$ cat config.mk
export PLATFORM = sky130hd
export DESIGN_NAME = eth_mdio_slave
export DESIGN_NICKNAME = d
export VERILOG_FILES = /design/src/rtl/eth_mdio_slave.sv
export SDC_FILE = /design/constraint.sdc
export NUM_CORES = 1
export LEC_CHECK = 0
export CAP_MARGIN = 15
export CORE_AREA = 4 4 215 217
export DETAILED_ROUTE_END_ITERATION = 6
export DIE_AREA = 0 0 219 221
export PLACE_DENSITY = 0.8
export RECOVER_POWER = 50
export SLEW_MARGIN = 25
export SYNTH_ARGS = -nofsm -noshare
export SYNTH_HDL_FRONTEND = slang
export SYNTH_SLANG_ARGS = --single-unit
$ cat constraint.sdc
create_clock -name clk_i -period 3.55 [get_ports clk_i]
set_input_delay 0.355 -clock clk_i [delete_from_list [all_inputs] [get_ports clk_i]]
set_output_delay 0.355 -clock clk_i [all_outputs]
set_load 0.1 [all_outputs]
$ cat src/rtl/eth_mdio_slave.sv
// eth_mdio_slave: Clause 22 MDIO responder (PHY side) with a 32 x 16-bit
// register file. MDC/MDIO are oversampled in the clk_i domain.
// Optional feature macro: ETH_MDIO_SLAVE_PREAMBLE_SUPPRESS_EN
//   defined   -> a completed frame leaves the preamble counter full, so the
//                next frame may start directly with ST.
//   undefined -> every frame needs PRE_LEN preamble ones.
module eth_mdio_slave #(
  parameter logic [15:0] PHYID1  = 16'h0141,
  parameter logic [15:0] PHYID2  = 16'h0DD1,
  parameter int unsigned PRE_LEN = 32
) (
  input  logic        clk_i,
  input  logic        rst_i,
  input  logic [4:0]  phy_addr_i,
  input  logic        link_up_i,
  input  logic        mdc_i,
  input  logic        mdio_i,
  output logic        mdio_o,
  output logic        mdio_oe_o,
  output logic        reg_wr_o,
  output logic [4:0]  reg_addr_o,
  output logic [15:0] reg_wdata_o,
  output logic        soft_rst_o
);

  localparam int unsigned    PCW      = $clog2(PRE_LEN + 1);
  localparam logic [PCW-1:0] PRE_FULL = PCW'(PRE_LEN);
  localparam logic [PCW-1:0] PRE_ZERO = {PCW{1'b0}};
`ifdef ETH_MDIO_SLAVE_PREAMBLE_SUPPRESS_EN
  localparam logic [PCW-1:0] PRE_AFTER = PRE_FULL;
`else
  localparam logic [PCW-1:0] PRE_AFTER = PRE_ZERO;
`endif

  typedef enum logic [2:0] {
    S_PRE  = 3'd0,
    S_ST   = 3'd1,
    S_OP   = 3'd2,
    S_ADDR = 3'd3,
    S_TA   = 3'd4,
    S_DATA = 3'd5
  } state_t;

  // Power-on / soft-reset contents of each register.
  function automatic logic [15:0] reset_val(input logic [4:0] a);
    case (a)
      5'd0:    reset_val = 16'h1140;
      5'd4:    reset_val = 16'h01E1;
      default: reset_val = 16'h0000;
    endcase
  endfunction

  // Read view: reg0 self-clearing reset bit, reg1 status, reg2/3 fixed IDs.
  function automatic logic [15:0] read_val(input logic [4:0] a, input logic [15:0] stored,
                                           input logic link);
    case (a)
      5'd0:    read_val = {1'b0, stored[14:0]};
      5'd1:    read_val = 16'h7969 | {13'b0, link, 2'b00};
      5'd2:    read_val = PHYID1;
      5'd3:    read_val = PHYID2;
      default: read_val = stored;
    endcase
  endfunction

  logic           r_mdc_s1, r_mdc_s2, r_mdc_d, r_mdio_s1, r_mdio_s2;
  state_t         r_state, w_state_nxt;
  logic [PCW-1:0] r_pre_cnt, w_pre_cnt_nxt;
  logic [3:0]     r_bit_cnt, w_bit_cnt_nxt;
  logic [15:0]    r_sh, w_sh_nxt;
  logic           r_is_rd, w_is_rd_nxt, r_match, w_match_nxt;
  logic [4:0]     r_regad, w_regad_nxt;
  logic           r_mdio_o, w_mdio_nxt, r_oe, w_oe_nxt;
  logic           r_reg_wr, r_soft;
  logic [4:0]     r_reg_addr;
  logic [15:0]    r_reg_wdata;
  logic [15:0]    r_regs [0:31];
  logic           w_edge, w_bit, w_commit, w_soft, w_drive;
  logic [15:0]    w_sh_in, w_snap;

  assign w_edge  = r_mdc_s2 & ~r_mdc_d;
  assign w_bit   = r_mdio_s2;
  assign w_sh_in = {r_sh[14:0], w_bit};
  assign w_snap  = read_val(w_sh_in[4:0], r_regs[w_sh_in[4:0]], link_up_i);
  assign w_drive = r_is_rd & r_match;

  assign mdio_o      = r_mdio_o;
  assign mdio_oe_o   = r_oe;
  assign reg_wr_o    = r_reg_wr;
  assign reg_addr_o  = r_reg_addr;
  assign reg_wdata_o = r_reg_wdata;
  assign soft_rst_o  = r_soft;

  // Two-flop synchronizers plus the previous-MDC flop for edge detection.
  always_ff @(posedge clk_i) begin
    if (rst_i) begin
      r_mdc_s1 <= 1'b0; r_mdc_s2 <= 1'b0; r_mdc_d <= 1'b0;
      r_mdio_s1 <= 1'b0; r_mdio_s2 <= 1'b0;
    end else begin
      r_mdc_s1 <= mdc_i; r_mdc_s2 <= r_mdc_s1; r_mdc_d <= r_mdc_s2;
      r_mdio_s1 <= mdio_i; r_mdio_s2 <= r_mdio_s1;
    end
  end

  // Frame state register.
  always_ff @(posedge clk_i) begin
    if (rst_i) r_state <= S_PRE;
    else       r_state <= w_state_nxt;
  end

  // Next frame state, advanced only on detected MDC rising edges.
  always_comb begin
    w_state_nxt = r_state;
    if (w_edge) begin
      case (r_state)
        S_PRE:  if (!w_bit && (r_pre_cnt == PRE_FULL)) w_state_nxt = S_ST; else w_state_nxt = S_PRE;
        S_ST:   if (w_bit) w_state_nxt = S_OP; else w_state_nxt = S_PRE;
        S_OP:   if (r_bit_cnt == 4'd1) begin
                  if ((w_sh_in[1:0] == 2'b10) || (w_sh_in[1:0] == 2'b01)) w_state_nxt = S_ADDR;
                  else w_state_nxt = S_PRE;
                end else w_state_nxt = S_OP;
        S_ADDR: if (r_bit_cnt == 4'd9) w_state_nxt = S_TA; else w_state_nxt = S_ADDR;
        S_TA:   if (r_bit_cnt == 4'd1) w_state_nxt = S_DATA; else w_state_nxt = S_TA;
        S_DATA: if (r_bit_cnt == 4'd15) w_state_nxt = S_PRE; else w_state_nxt = S_DATA;
        default: w_state_nxt = S_PRE;
      endcase
    end else begin
      w_state_nxt = r_state;
    end
  end

  // Per-edge datapath: counters, shifting, match/snapshot, MDIO drive, commit.
  always_comb begin
    w_pre_cnt_nxt = r_pre_cnt; w_bit_cnt_nxt = r_bit_cnt; w_sh_nxt = r_sh;
    w_is_rd_nxt = r_is_rd; w_match_nxt = r_match; w_regad_nxt = r_regad;
    w_mdio_nxt = r_mdio_o; w_oe_nxt = r_oe; w_commit = 1'b0; w_soft = 1'b0;
    if (w_edge) begin
      w_bit_cnt_nxt = r_bit_cnt + 4'd1;
      case (r_state)
        S_PRE: begin
          w_bit_cnt_nxt = 4'd0;
          if (w_bit) begin
            if (r_pre_cnt != PRE_FULL) w_pre_cnt_nxt = r_pre_cnt + {{(PCW-1){1'b0}}, 1'b1};
            else w_pre_cnt_nxt = r_pre_cnt;
          end else if (r_pre_cnt != PRE_FULL) w_pre_cnt_nxt = PRE_ZERO;
          else w_pre_cnt_nxt = r_pre_cnt;
        end
        S_ST: begin
          w_bit_cnt_nxt = 4'd0;
          w_pre_cnt_nxt = PRE_ZERO;
        end
        S_OP: begin
          w_sh_nxt = w_sh_in;
          if (r_bit_cnt == 4'd1) begin
            w_bit_cnt_nxt = 4'd0;
            w_is_rd_nxt   = (w_sh_in[1:0] == 2'b10);
          end else w_bit_cnt_nxt = r_bit_cnt + 4'd1;
        end
        S_ADDR: begin
          w_sh_nxt = w_sh_in;
          if (r_bit_cnt == 4'd9) begin
            w_bit_cnt_nxt = 4'd0;
            w_match_nxt   = (w_sh_in[9:5] == phy_addr_i);
            w_regad_nxt   = w_sh_in[4:0];
            if (r_is_rd && (w_sh_in[9:5] == phy_addr_i)) w_sh_nxt = w_snap;
            else w_sh_nxt = w_sh_in;
          end else w_bit_cnt_nxt = r_bit_cnt + 4'd1;
        end
        S_TA: begin
          if (r_bit_cnt == 4'd0) begin
            if (w_drive) begin w_oe_nxt = 1'b1; w_mdio_nxt = 1'b0; end
            else w_oe_nxt = 1'b0;
          end else begin
            w_bit_cnt_nxt = 4'd0;
            if (w_drive) begin w_mdio_nxt = r_sh[15]; w_sh_nxt = {r_sh[14:0], 1'b0}; end
            else w_sh_nxt = r_sh;
          end
        end
        S_DATA: begin
          if (r_bit_cnt == 4'd15) begin
            w_bit_cnt_nxt = 4'd0;
            w_pre_cnt_nxt = PRE_AFTER;
            w_oe_nxt      = 1'b0;
            w_mdio_nxt    = 1'b0;
            w_commit      = r_match & ~r_is_rd;
            w_soft        = r_match & ~r_is_rd & (r_regad == 5'd0) & w_sh_in[15];
          end else if (w_drive) begin
            w_mdio_nxt = r_sh[15];
            w_sh_nxt   = {r_sh[14:0], 1'b0};
          end else w_sh_nxt = r_is_rd ? r_sh : w_sh_in;
          if ((r_bit_cnt == 4'd15) && !r_is_rd) w_sh_nxt = w_sh_in;
          else w_sh_nxt = w_sh_nxt;
        end
        default: begin
          w_bit_cnt_nxt = 4'd0;
          w_pre_cnt_nxt = PRE_ZERO;
        end
      endcase
    end else begin
      w_commit = 1'b0;
    end
  end

  // Datapath state registers.
  always_ff @(posedge clk_i) begin
    if (rst_i) begin
      r_pre_cnt <= PRE_ZERO; r_bit_cnt <= 4'd0; r_sh <= 16'h0000;
      r_is_rd <= 1'b0; r_match <= 1'b0; r_regad <= 5'd0;
    end else begin
      r_pre_cnt <= w_pre_cnt_nxt; r_bit_cnt <= w_bit_cnt_nxt; r_sh <= w_sh_nxt;
      r_is_rd <= w_is_rd_nxt; r_match <= w_match_nxt; r_regad <= w_regad_nxt;
    end
  end

  // Registered outputs: MDIO drive, write strobe and last-write capture.
  always_ff @(posedge clk_i) begin
    if (rst_i) begin
      r_mdio_o <= 1'b0; r_oe <= 1'b0; r_reg_wr <= 1'b0; r_soft <= 1'b0;
      r_reg_addr <= 5'd0; r_reg_wdata <= 16'h0000;
    end else begin
      r_mdio_o <= w_mdio_nxt; r_oe <= w_oe_nxt; r_reg_wr <= w_commit; r_soft <= w_soft;
      if (w_commit) begin
        r_reg_addr  <= r_regad;
        r_reg_wdata <= w_sh_in;
      end
    end
  end

  // Register file; BMCR soft reset restores everything in the commit cycle.
  always_ff @(posedge clk_i) begin
    if (rst_i || w_soft) begin
      for (int i = 0; i < 32; i++) r_regs[i] <= reset_val(5'(i));
    end else if (w_commit && !((r_regad >= 5'd1) && (r_regad <= 5'd3))) begin
      r_regs[r_regad] <= w_sh_in;
    end
  end

endmodule

Yosys cells after proc, flatten, opt, wreduce, memory -nomap -nowiden
Memories as Yosys holds them, arrays and structs flattened.
Cells that the tools add are included.
{"block": "word_totals", "inputBits": 10, "reg_bits": 66, "elab_cells": 133, "n_memories": 1, "ramBits": 512}
{"block": "classes", "n_eq_ne": 24, "muxes": 54, "magnitude_cmp": 2, "addsub": 2, "bitwise": 8, "reduce_logical": 24}
{"name": "r_regs", "words": 32, "word_bits": 16, "read_ports": 1, "rd_ports_with_merged_regs": 0, "write_ports": 32, "line": "76", "source": "logic [15:0] r_regs [0:31];"}
{"cell": "2-to-1 mux 16 bit", "n": 12}
{"cell": "case mux 16 bit (4 select lines)", "n": 2}
{"cell": "2-to-1 mux 6 bit", "n": 4}
{"cell": "2-to-1 mux 1 bit", "n": 21}
{"cell": "case mux 3 bit (6 select lines)", "n": 1}
{"cell": "case mux 6 bit (3 select lines)", "n": 1}
{"cell": "2-to-1 mux 4 bit", "n": 4}
{"cell": "case mux 4 bit (4 select lines)", "n": 1}
{"cell": "OR reduction 16 bit", "n": 1}
{"cell": "equality test 5 x 2 -> 1 bit (second input constant)", "n": 2}
{"cell": "zero test 5 bit", "n": 2}
{"cell": "!= test 2 bit (second input constant)", "n": 5}
{"cell": "2-to-1 mux 3 bit", "n": 3}
{"cell": "AND reduction 3 bit", "n": 3}
{"cell": "equality test 4 bit (second input constant)", "n": 2}
{"cell": "AND reduction 4 bit", "n": 2}
{"cell": "adder 6 x 1 -> 6 bit (second input constant)", "n": 1}
{"cell": "equality test 3 x 2 -> 1 bit (second input constant)", "n": 2}
{"cell": "equality test 3 bit (second input constant)", "n": 2}
{"cell": "equality test 6 bit (second input constant)", "n": 1}
{"cell": "!= test 3 bit (second input constant)", "n": 2}
{"cell": "!= test 6 bit (second input constant)", "n": 1}
{"cell": "AND reduction 6 bit", "n": 1}
{"cell": "bitwise AND 1 bit", "n": 5}
{"cell": "22 further kinds", "n": 33}

Depth between registers and ports, before layout
Gate-level depths: netlist (run 1).
{"block": "logic_depth", "word_depth": 12, "depth_mapped": 14, "ltp_nobuf": 8}

Worst setup path after synthesis (run 1)
Ideal clock, no wire load.
{"block": "synth_timing", "path_kind": "reg-to-reg", "startpoint": "reg r_bit_cnt[0]", "endpoint": "mem r_regs[23][0] (enable)", "slack_ns": 0.301, "n_path_buf": 2, "path_stages_with_launch": 8, "period_less_slack_ns": 3.249, "arrival_ns": 2.838, "required_time_ns": 3.139, "setup_ns": 0.411, "path_cell_list": "dfxtp_1 -> ha_1 -> nand4_1 -> nor4_4 -> nand3b_1 -> clkbuf_1 -> clkbuf_1 -> o21ai_0"}
{"item": "start: declaration", "line": "68", "source": "logic [3:0] r_bit_cnt, w_bit_cnt_nxt;"}
{"item": "start signal: assignment", "line": "209", "source": "r_pre_cnt <= w_pre_cnt_nxt; r_bit_cnt <= w_bit_cnt_nxt; r_sh <= w_sh_nxt;"}
{"item": "end: declaration", "line": "76"}

==> impl_metrics.tcl, run 1 <==
set metrics [dict create \
    cts_sinks 578 \
    comb_power_share_pct 4.2 \
    clockBufferDepth 3 \
    grt.met1_usage_pct 38.5 \
    fin_skew_ps 24.7 \
    slew-limit-headroom_pct 18.9 \
    fill_cells 2983 \
    postCtsHoldBufs 0 \
    path_cells "nor2b_1 > nand2_1 > or3_1 > nor2_1 > nor2_4 > clkbuf_2 > o21ai_0 > clkbuf_1" \
    synth_xor_area_share_pct 0.366 \
    ys_ff_latch 578 \
    via_per_inst 6.48 \
    cts_resized 0 \
    detail_route.iter0.violations 2872 \
    synth_edf_count 512 \
    maxSlewViolCount 0 \
    port_buffers 34 \
    start_util_pct 59.7 \
    grt_pass1_wl_um 105000 \
    avgSynthCellArea_um2 14.0 \
    gp_congestion 1.00 \
    synthesis.area_mm2 0.0263 \
    fin_crit_sh_pct 93.6 \
    postRouteAntennaNets 0 \
    fp.dieArea_mm2 0.0484 \
    synthArstFlopShare_pct 0 \
    hold_viol 0 \
    path_buf_inv 2 \
    maxCapViolations 0 \
    final_area_mm2 0.0293 \
    critPathLaunchType "flip-flop" \
    clkPwrFrac_pct 42.0 \
    synth_top_family_by_area "simple AND/OR/NAND/NOR gates" \
    finalSetupTns_ps 0 \
    syn_inst 1878 \
    cp.required_ps 3780 \
    pwr-share-seq_pct 53.7 \
    power_density_mw_per_mm2 492 \
    switching_share_pct 20.9 \
    end_kind "flip-flop" \
    ios 35 \
    nNetsFinal 1959 \
    arrival_ps 3560 \
    placed_cell_area_mm2 0.0276 \
    drc 0 \
    synth_compound_area_share_pct 4.06 \
    slowest_delay_ps 520 \
    grt.met3_usage_pct 9.03 \
    overflow 0 \
    tightest_slew_ps 1210 \
    synthFlopType "edfxtp_1" \
    antenna_cells 0 \
    yosys_warnings 0 \
    critical_path.slowest_cell "dfxtp_1" \
    grtUsageTotal_pct 28.8 \
    final_util_pct 66.5 \
    row_count 77 \
    synthAdderAreaFrac_pct 0.427 \
    use_met2_pct 44.1 \
    dr_total_vias 16700 \
    hold_class "input pin to flip-flop" \
    cts.clk_slew.worst_paths_ps 60 \
    cts_buffers 56 \
    status "complete, no violations" \
    cts_max_level 2 \
    cts_tree "done" \
    crit_type "flip-flop to flip-flop" \
    dp_hpwl_um 42700 \
    p_int_mw 11.4 \
    core_mm2 0.0441 \
    fmax_mhz 301 \
    post_cts_buffers 0 \
    wirelength_um 68900 \
    cp_max_fo 20 \
    wire_per_inst_um 26.7 \
    layout-drive-gt1-share_pct 15.5 \
    ir_worst_vdd_mv 0.427 \
    synth-simple-area-share_pct 15.6 \
    rsz0062_at_grt "false" \
    p_sw_mw 3.02 \
    leakage_nw 9.89 \
    p_total_mw 14.4 \
    grt_pass1_vias 16800 \
    setup_viol 0 \
    clock-root-buffer "clkbuf_16" \
    critPathTopFamily "simple AND/OR/NAND/NOR gates" \
    yosysSeqAreaShare_pct 63.4 \
    die_w_um 219 \
    fin_crit_ps 3320 \
    synth_mux_area_share_pct 12.8 \
    antenna_found_initial 3 \
    grt_start_max_net_pins 63 \
    synth_cell_types 71 \
    area_growth_pct 11.3 \
    clock_latency_ps 620 \
    drt-pass1-iter-count 7 \
    die_h_um 221 \
    busiest_layer "met2" \
]
## registers in the layout (all words and copies together) (netlist names)
signal / cells
r_regs: 512
r_sh: 16
reg_wdata_o: 16
r_pre_cnt: 6
r_regad: 5
reg_addr_o: 5
r_bit_cnt: 4
r_state: 3
mdio_o: 1
mdio_oe_o: 1
r_is_rd: 1
r_match: 1
r_mdc_d: 1
r_mdc_s1: 1
r_mdc_s2: 1
r_mdio_s1: 1
r_mdio_s2: 1
reg_wr_o: 1
soft_rst_o: 1
## cells in the final DEF, fill, tap and decap left out, types with 16 or more instances in the layout
cell,instances
edfxtp_1,512
mux4_2,124
nor3_1,98
mux2i_1,49
clkbuf_1,47
nor2_1,77
nand2_1,88
o21ai_0,39
and2_0,64
dfxtp_1,60
nor2b_1,16
clkbuf_16,59
dlygate4sd3_1,25
buf_4,66
and2_1,310
conb_1,49
a21oi_1,51
## cell type report
cell class              instances  area, um2  share of cell area (%)
well taps                     592        741                    2.53
clock buffers                  76       1570                    5.35
repair buffers                140       1040                    3.54
clock inverters                28        283                   0.964
multi-input cells            1151       8930                    30.5
flip-flops and latches        578      16700                    57.0
inverters                      13       48.8                   0.166
## routing by layer
metal	vias to the layer above	share of wire (%)
met1	8218	35
met3	237	13
met5	-	0.019
met4	2	4.9
met2	1228	47
li1	7025	-
## stage by stage
stage               cells  hold slack [ps]  worst slack (ps)
floorplan            1926              414               301
global placement     2474              435               383
detailed placement   2474              444               435
CTS                  2578             75.5               418
global route         2578              257              72.4
finish               2578              285               227
## synth_stat cells, drive strengths merged (11+ instances only)
library cell  count  area share [%]
a21oi            51            0.97
a22oi            12            0.34
and2            374             8.9
buf              53             1.3
clkbuf          131             1.9
dfxtp            66             5.0
edfxtp          512              58
inv              12            0.17
mux2i            49             1.9
mux4            124              11
nand2            88             1.3
nand4            12            0.28
nor2             79             1.1
nor2b            16            0.38
nor3            100             1.9
nor4             11            0.34
o21ai            46            0.87
## power groups by stage
stage	Clock, mW	Combinational [mW]	Sequential, mW
2_1_floorplan	0	0.399	7.83
3_3_place_gp	0	0.598	7.87
3_5_place_dp	0	0.608	7.88
4_1_cts	6.09	0.614	7.74
5_1_grt	6.39	0.639	7.76
6_report	6.06	0.609	7.75
## worst register-to-register path: cells and delay by family, from the launching register on
family | cells | cell delay (ps)
and+or+nand+nor | 5 | 1230
buffers and inverters | 2 | 940
DFF | 1 | 520
AOI/OAI and AO/OA | 1 | 250
## worst paths after layout
kind	startpoint	to	slack (ps)	cells past startpoint
worst max-delay path	r_state[2]	r_regs[6][9]	230	8
worst min-delay path	rst_i	reg_wr_o	280	2
worst max register to register	r_state[2]	r_regs[6][9]	230	8
worst min register to register	reg_wdata_o[10]	reg_wdata_o[10]	440	2
## kinds of logic (layout without fill, tap and decap cells)
logic type                 Yosys count  count (layout)
adders and majority gates            9               9
other                                1              49
xor gates and xnor gates            11              11
buffers and inverters              197             257
muxes                              180             180
and+or+nand+nor                    734             734
AOI/OAI and AO/OA                  168             168
DFF                                578             578
(Power assumes the default switching activity.)
==> run 2, diff against run 1 <==
--- a/config.mk
+++ b/config.mk
@@ -5,10 +5,12 @@
 export SDC_FILE = /design/constraint.sdc
 export NUM_CORES = 1
 export LEC_CHECK = 0
+export ABC_CLOCK_PERIOD_IN_PS = 3550
 export CAP_MARGIN = 15
 export CORE_AREA = 4 4 215 217
 export DETAILED_ROUTE_END_ITERATION = 6
 export DIE_AREA = 0 0 219 221
+export GPL_ROUTABILITY_DRIVEN = 0
 export PLACE_DENSITY = 0.8
 export RECOVER_POWER = 50
 export SLEW_MARGIN = 25
==> run 2 against run 1 <==
Compared with the run above: the run now ends with max-capacitance violations, max-slew violations left; sequential cell count unchanged; worst hold slack lost 3.2 ps; core utilization is 0.24 points higher; maximum frequency increased by 4.4%.
==> impl_metrics.tcl, run 2 (synthesis gave the netlist of run 1 again) <==
set metrics [dict create \
    row_count 77 \
    die_h_um 221 \
    leakage_nw 9.90 \
    r2r_slack_ps 370 \
    post_cts_buffers 0 \
    startpoint "r_state[2]" \
    wirelength_um 67800 \
    detail_route.iter0.violations 2564 \
    hold_start "rst_i" \
    ios 35 \
    nNetsFinal 1959 \
    fin_skew_ps 25.4 \
    violations "max-capacitance violations, max-slew violations" \
    hold_class "input pin to flip-flop" \
    cts_resized 0 \
    wire_per_inst_um 26.3 \
    fmax_mhz 314 \
    timing.rr.start "r_state[2]" \
    r2r_cells 7 \
    tightest_slew_ps 2690 \
    clock-root-buffer "clkbuf_16" \
    fin_crit_sh_pct 89.7 \
    mostFrequentLayoutCells "edfxtp_1 (512), and2_1 (289), mux4_2 (124)" \
    finalSetupTns_ps 0 \
    switching_share_pct 20.9 \
    postCtsHoldBufs 0 \
    dr_total_vias 16600 \
    drc 0 \
    layout-drive-gt1-share_pct 16.0 \
    status "complete, but fails checks" \
    p_sw_mw 3.00 \
    fill_cells 2936 \
    die_w_um 219 \
    clockBufferDepth 3 \
    fp.dieArea_mm2 0.0484 \
    port_buffers 34 \
    setup_viol 0 \
    grtUsageTotal_pct 28.0 \
    drt-pass1-iter-count 6 \
    cts_tree "done" \
    crit_type "flip-flop to flip-flop" \
    grt_start_max_net_pins 65 \
    dp_hpwl_um 42300 \
    rr_endpoint "r_regs[2][14]" \
    clock_latency_ps 610 \
    grt_pass1_wl_um 103000 \
    p_int_mw 11.4 \
    rsz0062_at_grt "false" \
    cts_buffers 56 \
    comb_power_share_pct 4.3 \
    power_density_mw_per_mm2 489 \
    final_common_cell "edfxtp_1" \
    fin_crit_ps 3180 \
    maxCapViolations 1 \
    cp_max_fo 24 \
    clkPwrFrac_pct 41.9 \
    core_mm2 0.0441 \
    maxSlewViolCount 57 \
    hold_path_end "r_is_rd" \
    cts_max_level 2 \
    pwr-share-seq_pct 53.9 \
    hold_ws_ps 282 \
    slew-limit-headroom_pct -79.5 \
    antenna_cells 0 \
    antenna_found_initial 5 \
    arrival_ps 3390 \
    cts.clk_slew.worst_paths_ps 60 \
    ir_worst_vdd_mv 0.491 \
    hold_viol 0 \
    via_per_inst 6.44 \
    critPathLaunchType "flip-flop" \
    largest_register "r_regs" \
    overflow 0 \
    largest_register_ffs 512 \
    cp.required_ps 3750 \
    postRouteAntennaNets 0 \
    end_kind "flip-flop" \
    start_util_pct 59.7 \
    area_growth_pct 11.7 \
    cts_sinks 578 \
    hold_depth 2 \
    grt_pass1_vias 16700 \
]
## run 2: layout make-up
type	instances	area [um2]	share of cell area, %
flip-flops and latches	578	16700	56.8
multi-input cells	1151	8950	30.4
clock buffers	75	1550	5.25
repair buffers	140	1100	3.75
well taps	592	741	2.52
clock inverters	30	324	1.10
inverters	13	48.8	0.166
## run 2: worst max-delay path, stage by stage (launching register included)
cell      delay, ps
dfxtp_1         520
nor2b_1         270
nand2_1         230
or3_1           400
nor2_1          180
nor2_4          200
inv_1           150
clkbuf_1        820
## run 2: worst max-delay path by stage
stage	endpoint	slack (ps)	cells after the start
floorplan	r_regs[23][0]	300	7
global placement	r_sh[15]	540	7
detailed placement	r_sh[15]	530	7
CTS	r_sh[15]	530	7
global route	r_regs[1][6]	190	7
finish	r_regs[2][14]	370	7
## run 2: through the flow
| stage | instance area [um2] | util, % | instances | worst slack (ps) | total power, mW |
|---|---|---|---|---|---|
| detailed placement | 27700 | 62.7 | 2474 | 530 | 8.49 |
| finish | 29400 | 66.7 | 2579 | 366 | 14.4 |
| global placement | 27700 | 62.7 | 2474 | 536 | 8.46 |
| CTS | 29500 | 67.0 | 2579 | 528 | 14.4 |
| global route | 29400 | 66.7 | 2579 | 194 | 14.8 |
| floorplan | 26500 | - | 1926 | 301 | 8.23 |
## run 2: power groups by stage
stage                     clock network (mW)  logic [mW]  registers, mW
after floorplan                            0       0.399           7.83
after global placement                     0       0.600           7.86
after detailed placement                   0       0.608           7.88
after CTS                               6.05       0.613           7.74
after global routing                    6.37       0.643           7.76
final                                   6.02       0.613           7.74
## run 2: routing by layer
layer | track usage (%) | part of all wire, % | routed length (um)
met2 | 43.4 | 47 | 32000
met5 | 0 | 0.060 | 41
met4 | 10.6 | 4.0 | 2740
met1 | 39.4 | 36 | 24600
met3 | 6.38 | 12 | 8470
==> variant, RTL diff (flow settings as in run 1) <==
Change the parameter `PRE_LEN` from 32 to 16.
--- a/src/rtl/eth_mdio_slave.sv
+++ b/src/rtl/eth_mdio_slave.sv
@@ -7,7 +7,7 @@
 module eth_mdio_slave #(
   parameter logic [15:0] PHYID1  = 16'h0141,
   parameter logic [15:0] PHYID2  = 16'h0DD1,
-  parameter int unsigned PRE_LEN = 32
+  parameter int unsigned PRE_LEN = 16
 ) (
   input  logic        clk_i,
   input  logic        rst_i,
Function: not settled (the Yosys comparison gave no result); the edit may change what the design does.
==> variant against run 1 <==
  * The flow now finishes with violations (DRC)
  * Critical path depth fell by 1
  * Worst setup slack got worse by 0.042 ns
  * Wire length rose by 0.43%
  * Power fell by 0.73%
  * Final area rose by 0.32%
  * Sequential power fell by 0.5%
  * Count of clock-buffer cells in the layout fell by 6
  * Sequential cell count fell by 1
  * Synthesized area fell by 0.27%
  * Critical endpoint is now r_sh[5]$_SDFFE_PP0P_
==> variant: results <==
final_layout:
  diodes: 0
  largest_register_ffs: 512
  fillers: 3011
  drive_gt1_share_pct: 16.3
  fin_nets: 1996
  regMostFlops: "r_regs"
  layout.cells.non_filler: 2616
route:
  drc: 7
  drt_iter0_drc: 2521
  drtAntennaViolNets: 0
  vias_per_cell: 6.60
  wl_um: 69200
  first_pass_iters: 7
global_routing:
  grt_max_degree: 73
  grt_usage_pct: 28.6
  grt_first_pass_wirelength_um: 105000
  antenna_found_initial: 0
  grt_pass1_vias: 16859
synth:
  seq_area_frac_synth_pct: 63.5
  ys.flop_type: "edfxtp_1"
  synth_edf_count: 512
  ys_types: 76
  synthArstFlopShare_pct: 0
  synth_area_leaders: "edfxtp_1, mux4_2, and2_1, dfxtp_1, nor3_1"
  yosys_warnings: 0
  synth_common_cells: "edfxtp_1, and2_1, nor3_1"
  syn-instance-count: 1895
clock_network:
  cts_root_buffer: "clkbuf_16"
  cts_max_level: 2
  insertion_delay_ns: 0.62
  cts_buffers: 57
  clock_path_buffers: 3
  cts.clk_slew.worst_paths_ns: 0.07
  cts_post_setup_buffers_inserted: 0
  post_cts_resized: 0
critical_path:
  cp_slowest_cell: "dfxtp_4"
  critPathMaxStageDelay_ns: 0.82
  worstPathArrival_ns: 3.83
  cp_max_fo: 44
placement:
  place_congestion: 0.984
  post-place-cells: 2510
  io_buffers: 34
  hpwl_um: 44000
timing:
  fin_skew_ns: 0.0117
  worst-slew-pin-transition_ns: 1.06
power_and_ir_drop:
  ir_drop_mv: 0.424
  p_sw_share_pct: 20.9
  p_leak_nw: 9.89
worst_hold_path:
  min_path_type: "in -> reg"
outcome:
  status: "finished, violations left"
  violations: "DRC"
-- variant: cell types whose count changed in the layout (fill, tap and decap cells not counted), moves of 8 or more --
cell / delta
a211oi_1: +17
and2_0: -45
and2_1: -66
buf_4: +15
clkbuf_1: -16
mux2_2: +16
mux4_2: -15
nand2_1: -23
nand3_1: +8
nor3_1: +112
-- variant: metal layers --
layer / track usage (%) / wire (µm)
met1: 41.6 / 26100
met5: 0 / 0
met2: 42.9 / 31800
met4: 12.2 / 3240
met3: 5.31 / 8150
-- variant: power groups by stage --
| stage | combinational, mW | sequential, mW | clock [mW] |
|---|---|---|---|
| floorplan | 0.366 | 7.82 | 0 |
| global placement | 0.569 | 7.83 | 0 |
| detailed placement | 0.580 | 7.85 | 0 |
| CTS | 0.584 | 7.71 | 6.03 |
| global route | 0.607 | 7.73 | 6.34 |
| finish | 0.578 | 7.71 | 6.02 |
-- variant: through the flow --
stage	setup slack (ns)	instance area (µm²)	utilization [%]
floorplan	0.163	26500	-
global placement	0.779	27700	62.8
detailed placement	0.654	27700	62.8
CTS	0.623	29600	67.0
global route	0.192	29400	66.7
finish	0.185	29400	66.7
-- variant: cells by family (layout without fill, tap and decap cells) --
logic type      Yosys count  after routing  synth area share [%]
buf+inv                 195            276                  3.31
fa+ha+maj                 9              9                 0.429
compound gates          210            210                  5.31
mux                     176            176                  12.0
flops                   577            577                  63.5
simple gates            718            718                  15.2
xor+xnor                  9              9                 0.300
other cells               1             49                0.0143
-- variant: layout make-up --
type	count	share of cell area, %
Tap cell	592	2.52
Timing Repair Buffer	150	4.09
Multi-Input combinational cell	1171	30.2
Clock inverter	36	1.09
Clock buffer	70	5.16
Inverter	20	0.255
Sequential cell	577	56.7
-- variant: final timing paths --
| kind | endpoint | slack (ns) | cells after the start | start |
|---|---|---|---|---|
| hold / removal | r_is_rd$_SDFFE_PP0P_ | 0.11 | 2 | rst_i |
| hold reg to reg | reg_wdata_o[5]$_SDFFE_PP0P_ | 0.45 | 2 | reg_wdata_o[5]$_SDFFE_PP0P_ |
| setup reg to reg | r_sh[5]$_SDFFE_PP0P_ | 0.18 | 7 | r_sh[0]$_SDFFE_PP0P_ |
| setup / recovery | r_sh[5]$_SDFFE_PP0P_ | 0.18 | 7 | r_sh[0]$_SDFFE_PP0P_ |
-- variant: worst max-delay path: cells and delay by family, from the launching register on --
family / cells / cell delay (ns)
flops: 1 / 0.82
compound gates: 3 / 1.09
fa+ha+maj: 1 / 0.43
simple gates: 1 / 0.30
buf+inv: 2 / 0.58
